==> src/rtl/platform_manager_pkg.sv <==
// game_pkg: constants, FSM state type, initial platform layout and LFSR
// settings shared by platform_manager and lfsr16.
package game_pkg;

  localparam int unsigned SCREEN_WIDTH  = 400;
  localparam int unsigned SCREEN_HEIGHT = 700;
  localparam int unsigned BLOCK_WIDTH   = 40;
  localparam int unsigned BLOCK_HEIGHT  = 5;
  localparam int unsigned DOODLE_WIDTH  = 20;

  // Legal range of a platform's left edge is [0, X_RANGE).
  localparam int unsigned X_RANGE = SCREEN_WIDTH - BLOCK_WIDTH;

  // Fibonacci taps 16,14,13,11 expressed as bit positions 15,13,12,10.
  localparam logic [15:0] LFSR_SEED = 16'hACE1;
  localparam logic [15:0] LFSR_TAPS = 16'hB400;

  typedef enum logic [1:0] {
    IDLE   = 2'd0,
    CAMERA = 2'd1,
    SCAN   = 2'd2,
    DONE   = 2'd3
  } state_e;

  function automatic logic [31:0] init_x(int unsigned i);
    if (i == 0) return 32'(SCREEN_WIDTH / 2 - BLOCK_WIDTH / 2);
    return 32'((i * 73) % X_RANGE);
  endfunction

  function automatic logic [31:0] init_y(int unsigned i, int unsigned num_blocks);
    return 32'(i * (SCREEN_HEIGHT / num_blocks));
  endfunction

  // Maps the low 9 LFSR bits into [0, X_RANGE). One subtraction is enough
  // because X_RANGE is constrained to [256, 511].
  function automatic logic [31:0] fold(logic [15:0] v);
    logic [31:0] low;
    low = {23'd0, v[8:0]};
    if (low >= 32'(X_RANGE)) return low - 32'(X_RANGE);
    return low;
  endfunction

endpackage

==> src/rtl/platform_manager_lfsr16.sv <==
// lfsr16: 16-bit Fibonacci LFSR that advances only when step is high.
// Ports: clk, reset (async, active-high, reloads the seed), step, value.
module lfsr16
  import game_pkg::*;
(
  input  logic        clk,
  input  logic        reset,
  input  logic        step,
  output logic [15:0] value
);

  logic [15:0] lfsr_q;
  logic [15:0] lfsr_d;

  always_comb begin
    lfsr_d = lfsr_q;
    if (step) lfsr_d = {lfsr_q[14:0], ^(lfsr_q & LFSR_TAPS)};
  end

  always_ff @(posedge clk or posedge reset) begin
    if (reset) lfsr_q <= LFSR_SEED;
    else       lfsr_q <= lfsr_d;
  end

  assign value = lfsr_q;

endmodule

==> src/rtl/platform_manager.sv <==
// platform_manager: owns the platform field, scrolls the camera and
// answers the doodle's collision query once per physics tick.
// Ports:
//   clk, reset        - clock, async active-high reset
//   physicsUpdate     - async physics tick (synchronised here)
//   doodleX, doodleY  - doodle world position, snapshotted per tick
//   rdIndex/rdX/rdY   - registered platform read port (1-cycle latency)
//   hasCollide        - result of the most recent scan, held between scans
//   cameraY           - world Y of the screen bottom, never decreases
//   scanDone          - 1-cycle pulse when hasCollide is refreshed
//   gameOver          - sticky, set when the doodle falls below the camera
// Tick protocol: one tick is accepted in IDLE; a single tick arriving while
// busy is remembered and served next, any further ones are dropped.
module platform_manager
  import game_pkg::*;
#(
  parameter  int unsigned NUM_BLOCKS  = 8,
  parameter  int unsigned SCROLL_LINE = 350,
  localparam int unsigned IW = (NUM_BLOCKS > 1) ? $clog2(NUM_BLOCKS) : 1
) (
  input  logic          clk,
  input  logic          reset,
  input  logic          physicsUpdate,
  input  logic [31:0]   doodleX,
  input  logic [31:0]   doodleY,
  input  logic [IW-1:0] rdIndex,
  output logic [31:0]   rdX,
  output logic [31:0]   rdY,
  output logic          hasCollide,
  output logic [31:0]   cameraY,
  output logic          scanDone,
  output logic          gameOver
);

  if ((X_RANGE < 256) || (X_RANGE > 511)) begin : g_bad_x_range
    $error("SCREEN_WIDTH - BLOCK_WIDTH must lie in [256, 511]");
  end

  state_e        state_q, state_d;
  logic          sync1_q, sync2_q, prev_q, pending_q;
  logic [31:0]   sx_q, sy_q, cam_q;
  logic          acc_q, hit_q, done_q, over_q;
  logic [IW-1:0] idx_q;
  logic [31:0]   rdx_q, rdy_q;
  logic [31:0]   bx_q [NUM_BLOCKS];
  logic [31:0]   by_q [NUM_BLOCKS];
  logic [15:0]   lfsr_val;

  logic          tick;
  logic [31:0]   cur_x, cur_y;
  logic          respawn, overlap, hit, last;

  assign tick = sync2_q & ~prev_q;

  assign cur_x   = bx_q[idx_q];
  assign cur_y   = by_q[idx_q];
  // cam_q already holds the camera written in CAMERA.
  assign respawn = (cur_y + 32'(BLOCK_HEIGHT)) < cam_q;
  assign overlap = (sx_q < cur_x + 32'(BLOCK_WIDTH)) &&
                   (sx_q + 32'(DOODLE_WIDTH) > cur_x) &&
                   (cur_y <= sy_q) && (sy_q <= cur_y + 32'(BLOCK_HEIGHT));
  // A platform being respawned this cycle is no longer where it was tested.
  assign hit     = overlap && !respawn;
  assign last    = (idx_q == IW'(NUM_BLOCKS - 1));

  lfsr16 u_lfsr (
    .clk   (clk),
    .reset (reset),
    .step  ((state_q == SCAN) && respawn),
    .value (lfsr_val)
  );

  always_comb begin
    state_d = state_q;
    case (state_q)
      IDLE:    if (tick || pending_q) state_d = CAMERA;
      CAMERA:  state_d = SCAN;
      SCAN:    if (last) state_d = DONE;
      DONE:    state_d = IDLE;
      default: state_d = IDLE;
    endcase
  end

  always_ff @(posedge clk or posedge reset) begin
    if (reset) state_q <= IDLE;
    else       state_q <= state_d;
  end

  always_ff @(posedge clk or posedge reset) begin
    if (reset) begin
      sync1_q   <= 1'b0;
      sync2_q   <= 1'b0;
      prev_q    <= 1'b0;
      pending_q <= 1'b0;
      sx_q      <= '0;
      sy_q      <= '0;
      cam_q     <= '0;
      acc_q     <= 1'b0;
      hit_q     <= 1'b0;
      done_q    <= 1'b0;
      over_q    <= 1'b0;
      idx_q     <= '0;
      rdx_q     <= '0;
      rdy_q     <= '0;
      for (int i = 0; i < NUM_BLOCKS; i++) begin
        bx_q[i] <= init_x(i);
        by_q[i] <= init_y(i, NUM_BLOCKS);
      end
    end else begin
      sync1_q <= physicsUpdate;
      sync2_q <= sync1_q;
      prev_q  <= sync2_q;
      done_q  <= 1'b0;
      // Non-blocking read: a same-cycle rewrite returns the old value.
      rdx_q   <= bx_q[rdIndex];
      rdy_q   <= by_q[rdIndex];

      if (state_q == IDLE)  pending_q <= 1'b0;
      else if (tick)        pending_q <= 1'b1;

      case (state_q)
        CAMERA: begin
          sx_q <= doodleX;
          sy_q <= doodleY;
          if (doodleY > cam_q + 32'(SCROLL_LINE)) cam_q <= doodleY - 32'(SCROLL_LINE);
          if (doodleY < cam_q) over_q <= 1'b1;
          acc_q <= 1'b0;
          idx_q <= '0;
        end
        SCAN: begin
          if (respawn) begin
            by_q[idx_q] <= cur_y + 32'(SCREEN_HEIGHT);
            bx_q[idx_q] <= fold(lfsr_val);
          end
          acc_q <= acc_q | hit;
          idx_q <= idx_q + 1'b1;
          // Result is published on entry to DONE so scanDone and the new
          // hasCollide are visible in the same cycle.
          if (last) begin
            hit_q  <= acc_q | hit;
            done_q <= 1'b1;
          end
        end
        default: ;
      endcase
    end
  end

  assign rdX        = rdx_q;
  assign rdY        = rdy_q;
  assign hasCollide = hit_q;
  assign cameraY    = cam_q;
  assign scanDone   = done_q;
  assign gameOver   = over_q;

endmodule

==> config.mk <==
export PLATFORM = sky130hd
export DESIGN_NAME = platform_manager
export DESIGN_NICKNAME = d
export VERILOG_FILES = /design/src/rtl/platform_manager_pkg.sv /design/src/rtl/platform_manager_lfsr16.sv /design/src/rtl/platform_manager.sv
export SDC_FILE = /design/constraint.sdc
export NUM_CORES = 1
export LEC_CHECK = 0
export BUFFER_PORTS_ARGS = -buffer_cell sky130_fd_sc_hd__buf_2
export CAP_MARGIN = 20
export CORE_ASPECT_RATIO = 1.25
export CORE_MARGIN = 4
export CORE_UTILIZATION = 63
export CTS_CLUSTER_DIAMETER = 50
export DETAILED_ROUTE_END_ITERATION = 12
export GPL_TIMING_DRIVEN = 1
export HOLD_SLACK_MARGIN = 0.12
export PLACE_DENSITY = 0.82
export RECOVER_POWER = 25
export SYNTH_ARGS = -nofsm -noshare
export SYNTH_HDL_FRONTEND = slang
export SYNTH_SLANG_ARGS = --single-unit
==> constraint.sdc <==
create_clock -name clk -period 23.1 [get_ports clk]
set_input_delay 6.93 -clock clk [delete_from_list [all_inputs] [get_ports clk]]
set_output_delay 6.93 -clock clk [all_outputs]
set_load 0.01 [all_outputs]
* Word level (Yosys, flattened, before mapping) *
Cells that the tools add are included.

storage, ports and cells
  flip-flop bits (word level) = 701
  output and inout bits = 99
  word-level logic and storage cells = 111

cells by class
  add/subtract/negate cells = 8
  magnitude comparators = 11
  equality and inequality tests = 6
  mux-type cells = 32
  bitwise logic cells = 5
  reductions and logical operators = 17

operators with widths
  cell                                                                   count
  256-bit bitwise mux                                                    2
  32-bit two-way mux                                                     13
  32-bit binary-select mux with 3-bit select                             4
  32-bit demux with 3-bit select                                         1
  32-bit < comparator                                                    3
  32-bit > comparator                                                    2
  32-bit <= comparator                                                   2
  32-bit by 10-bit adder with 32-bit output (second input constant)      1
  32-bit by 3-bit adder with 32-bit output (second input constant)       1
  32-bit by 5-bit adder with 32-bit output (second input constant)       1
  32-bit by 6-bit adder with 32-bit output (second input constant)       1
  32-bit by 9-bit adder with 32-bit output (second input constant)       1
  32-bit by 9-bit subtractor with 32-bit output (second input constant)  1
  16-bit parity                                                          1
  2-bit AND reduction                                                    5
  9-bit by 9-bit subtractor with 10-bit output (second input constant)   1
  9-bit >= comparator (second input constant)                            1
  4-bit >= comparator (second input constant)                            2
  3-bit NOT with 4-bit output                                            2
  2-bit one-hot mux with 4 select lines                                  1
  1-bit two-way mux                                                      7
  1-bit logical AND                                                      6
  3-bit one-hot mux with 2 select lines                                  1
  2-bit == test (second input constant)                                  2
  other kinds (14)                                                       17

* Logic depth before layout (Yosys ltp) *
  word-level depth = 12
  gate-level depth with buffers = 26
  gate-level depth less buffers = 20

* Modules after synthesis *
Synthesis repeated with hierarchy kept, for this count alone.

second synthesis, totals
  cell total of the unflattened synthesis = 2760
  area, all modules = 31753.0 µm²

modules (own cells, without submodules)
  module            instances  cells each  area an instance (µm²)  seq. area each (µm²)
  platform_manager  1          2721        31073.6                 12263.0
  lfsr16            1          39          679.4                   410.4

* Worst setup path after synthesis *
Ideal clock, no wire load.

  path type = in2reg
  start = in doodleY[23]
  end = reg cam_q[0], in the netlist cameraY[0]
  data arrival time = 9.385 ns
  required time = 22.975 ns
  setup slack = 13.591 ns
  stages = 9
  path buffers = 1
  path through = ha_1 -> and3_1 -> nand4_1 -> or2_2 -> or4_1 -> a21o_1 -> a31oi_1 -> buf_2 -> mux2_2

on the way
  longest elaborated chain between the ends = 2

ends and longest elaborated chain
  item                                  line                     source
  start, declared                       platform_manager.sv:25   input logic [31:0] doodleY,
  32-bit > comparator                   platform_manager.sv:125  if (doodleY > cam_q + 32'(SCROLL_LINE)) cam_q <= doodleY - 32'(SCROLL_LINE);
  2-bit AND reduction (no source line)  -
  end signal, assigned                  platform_manager.sv:125
  end, declared                         platform_manager.sv:41   logic [31:0] sx_q, sy_q, cam_q;

Every way passes these cells.
A chain may end at the register's enable or synchronous reset.

* Final worst setup path *
  start = reg idx_q[0]
  end = reg by_q[113] (netlist name)

on the way
  longest elaborated chain between the ends = 7
  elaborated cells between the ends (all ways) = 14
  classes of those cells = add/sub: 2; order compare: 3; mux: 6; bitwise: 1; reduce/logical: 2

ends and longest elaborated chain
  item                                                   line                                             source
  start, declared                                        platform_manager.sv:43                           logic [IW-1:0] idx_q;
  start signal, assigned                                 platform_manager.sv:136                          idx_q <= idx_q + 1'b1;
  3-bit NOT with 4-bit output (not written as such) (*)  platform_manager.sv:56, platform_manager.sv:132
  32-bit binary-select mux with 3-bit select             platform_manager.sv:56                           assign cur_y = by_q[idx_q];
  32-bit two-way mux (not written as such) (2 in a row)  platform_manager.sv:56
  32-bit by 3-bit adder with 32-bit output               platform_manager.sv:58                           assign respawn = (cur_y + 32'(BLOCK_HEIGHT)) < cam_q;
  32-bit < comparator                                    platform_manager.sv:58
  2-bit AND reduction (no source line)                   -
  end signal, assigned by index                          platform_manager.sv:107                          by_q[i] <= init_y(i, NUM_BLOCKS);
  end signal, assigned by index                          platform_manager.sv:132                          by_q[idx_q] <= cur_y + 32'(SCREEN_HEIGHT);
  end, declared                                          platform_manager.sv:46                           logic [31:0] by_q [NUM_BLOCKS];

Every way passes the cells marked *; elsewhere a longest branch is shown, timed or not. The select of a mux whose other input is x is not followed.

==> summary.txt <==
GRT
  • Global route total overflow: 0
  • Via count of the first global-routing pass: 25600
  • Wire length of the first global-routing pass: 140000 um
  • GRT Overall Usage: 0.323
  • Largest net degree at the start of global routing: 134
  • Antenna violations before repair: 1

Setup path
  • WS Path Type: reg -> reg
  • Cells along the critical path: clkbuf_1, clkbuf_1, mux2_2, a221oi_1, o21a_1, inv_1, nand4_1, nor3_1, nand2_1, nor4_1, xor2_1, ha_1, nand4_1, nor3_1, nand3_1, a221o_1, and4_1, mux2_2
  • Element type at the critical path end: register
  • CP max-delay cell: and4_1
  • CP Data Required Time: 23.57 ns
  • Worst setup SP type: register
  • Worst endpoint data arrival time: 13.48 ns
  • CP max FO: 51
  • CP peak stage delay: 2.42 ns

Logic synthesis
  • Share of synthesized flip-flops with an asynchronous set or reset: 1.00
  • Count of cell types in the netlist: 95
  • Cell with the most instances after synthesis: dfrtp_1
  • Post-Synthesis Mean Instance Area: 10.9 sq um
  • Synth warnings: 0
  • Area share of the largest cell type after synthesis: 0.343
  • Synth top cells by count: dfrtp_1, nand2_1, mux2_2
  • Post-synthesis instance area: 31600 sq um
  • Yosys top cell by area: dfrtp_1
  • Post-synthesis sequential area ratio: 0.401
  • Post-Synthesis Cells: 2895
  • EDFF count, synth: 0
  • Cell types with the largest area share after synthesis: dfrtp_1, ha_1, mux2_2
  • Net count after synthesis: 3205
  • Top_reg_cell synth: dfrtp_1
  • Number of register bits inferred by synthesis: 503

STA
  • TNS Setup: 0 ns
  • Post-Route Skew: 0.0315 ns
  • Achievable clock frequency: 0.0769 GHz
  • Final slew viol count: 483
  • Tightest hold margin: 0.355 ns
  • Slew at the pin closest to its max-slew limit: 5.89 ns
  • Worst rel slew slack: -2.95
  • Final worst-path cycle share: 0.563
  • Number of failing setup endpoints in the final timing report: 0
  • Final Critical Period: 13.01 ns
  • Final count of hold timing violations: 0
  • RSZ-0062 raised after global routing: no

Cells and area
  • Fin area: 34400 sq um
  • Finished Layout Cells: 3674
  • Fraction of final layout cells with drive strength greater than 1: 0.243
  • Synthesis-to-layout area growth: 8.88%
  • Final-stage net count: 3290
  • Fraction of the core area covered by cells at the end of the flow: 0.695
  • Antenna Cells: 0

Drt
  • First-pass iteration count of the detailed router: 6
  • Routed length per placed instance: 24.1 um
  • Initial detailed-routing violation count: 2176
  • Residual DRC: 0
  • Number of vias in the routed layout: 24400
  • Final antenna-violating net count: 0
  • Vias per std cell: 6.65
  • Wire length reported by the detailed router: 88500 um

Clock network
  • Root buf cell: clkbuf_16
  • Quantity of gates resized following cts: 0
  • Maximum level of the CTS H-tree: 2
  • CTS tree: built
  • Quantity of hold-fixing buffers added after cts: 0
  • Longest Clk Path Bufs: 3
  • Number of clock sinks: 503
  • Post-CTS Setup Inserts: 0
  • Clock insertion delay at the later pin of the skew report: 0.62 ns
  • Clock Pin Slew Worst Setup and Hold Paths: 0.07 ns
  • Number of CTS-inserted buffers: 52

Power and ir drop
  • Sequential fraction of design power: 0.321
  • Clock share of power: 0.248
  • VDD IR max: 0.0735 mV
  • Static leakage: 0.0157 uW
  • Power density over the cells: 105 nW/um^2
  • Internal Dissipation: 2150 uW
  • Switching power share of the total: 0.408
  • Combinational Power Share: 0.432
  • Net switching power figure: 1480 uW

Floorplan
  • Total die area: 53900 sq um
  • Die extent in x: 208 um
  • Top-level port count: 169
  • Core box area: 49500 sq um
  • Initial standard-cell utilization of the core: 0.638
  • Y dimension of the die: 258 um
  • Number of placement rows: 91

Place
  • Number of placed instances, taps included: 3576
  • Buffers added on ports: 168
  • Half-perimeter wire length after detailed placement: 60200 um
  • RD Place Congestion: 0.938
  • Dpl cell area: 32700 sq um

Run status
  • Outcome: complete, but fails checks
  • Failing checks: capacitance limit, slew limit

Run
  • Number of max-cap violations: 11

Hold path
  • Worst min-delay path class: reg -> reg
## state kept, by name (all words and copies together) (netlist names), 2 cells and up
name	cells
rdX	10
bx_q	80
idx_q	3
sy_q	32
by_q	256
u_lfsr.value	16
rdY	32
sx_q	32
state_q	2
cameraY	32
## area by class of cell
| class | instances | area [sq um] |
|---|---|---|
| multi-input cells | 2055 | 17400 |
| well taps | 651 | 815 |
| clock inverters | 25 | 330 |
| repair buffers | 211 | 1100 |
| fillers | 3415 | 15100 |
| flip-flops and latches | 503 | 12700 |
| clock buffers | 72 | 1500 |
| inverters | 157 | 591 |
## logic make-up (layout without fill, tap and decap cells)
kind of cell               Yosys count  after routing  share of synthesized area
xor gates and xnor gates           167            167                     0.0479
muxes                              441            441                      0.197
AOI/OAI and AO/OA                  549            549                      0.109
and+or+nand+nor                    658            658                      0.102
DFF                                503            503                      0.401
buffers and inverters              337            465                     0.0488
adders and majority gates          240            240                     0.0950
## per-layer routing
| metal | GRT usage | wire, um | vias to the layer above |
|---|---|---|---|
| met4 | 0.196 | 6040 | 2 |
| met1 | 0.396 | 32700 | 12100 |
| met3 | 0.0573 | 6990 | 393 |
| met5 | 0 | 13 | - |
| met2 | 0.536 | 42800 | 1232 |
| li1 | - | - | 10700 |
## power groups by stage
stage,clock network (uW),logic (uW),registers [uW]
final,899,1570,1160
after global routing,939,1710,1180
after CTS,903,1530,1160
after detailed placement,0,1510,1170
after global placement,0,1440,1160
after floorplan,0,1110,1120
## final timing paths
kind / from / end / slack, ns / cells past startpoint
min in group asynchronous: reset / by_q[38] / 8.15 / 2
max in group asynchronous: reset / idx_q[2] / 11.99 / 3
min: sync1_q / sync2_q / 0.36 / 0
max: idx_q[0] / by_q[113] / 10.09 / 18
max reg2reg: idx_q[0] / by_q[113] / 10.09 / 18
min reg2reg: sync1_q / sync2_q / 0.36 / 0
## stage by stage
step                worst slack (ns)  power [uW]
floorplan                       2.24        2240
global placement               12.79        2600
detailed placement             12.72        2680
CTS                            13.33        3590
global route                    9.45        3830
finish                         10.09        3630
## worst max-delay path, delay by kind of cell (launching register included)
| family | cells | cell delay [ns] |
|---|---|---|
| buf+inv | 3 | 4.14 |
| mux | 2 | 0.98 |
| flops | 1 | 1.34 |
| fa+ha+maj | 1 | 0.33 |
| simple gates | 8 | 4.85 |
| xor+xnor | 1 | 0.16 |
| compound gates | 3 | 0.98 |
## layout by cell type, fill, tap and decap left out, types with 8 or more instances in the layout
cell type	count
and4_1	9
clkbuf_16	53
clkinv_2	8
nand4_1	49
or3_1	10
a211oi_1	14
nand3_1	55
mux2i_1	63
ha_1	239
o211ai_1	10
xor2_1	20
dfstp_2	61
inv_1	148
and3_1	21
mux2_2	244
nor4_1	13
a21oi_1	114
nor3_1	34
a221oi_1	38
o21ai_1	33
xnor2_1	140
nor2_1	95
clkbuf_1	49
mux2_1	14
buf_4	37
dfrtp_1	432
clkbuf_8	10
o21a_1	13
a21o_1	32
o21ai_0	208
nor2b_1	18
dfstp_1	8
a221o_1	10
nand2_1	297
buf_2	134
mux4_2	118
(Power assumes the default switching activity.)
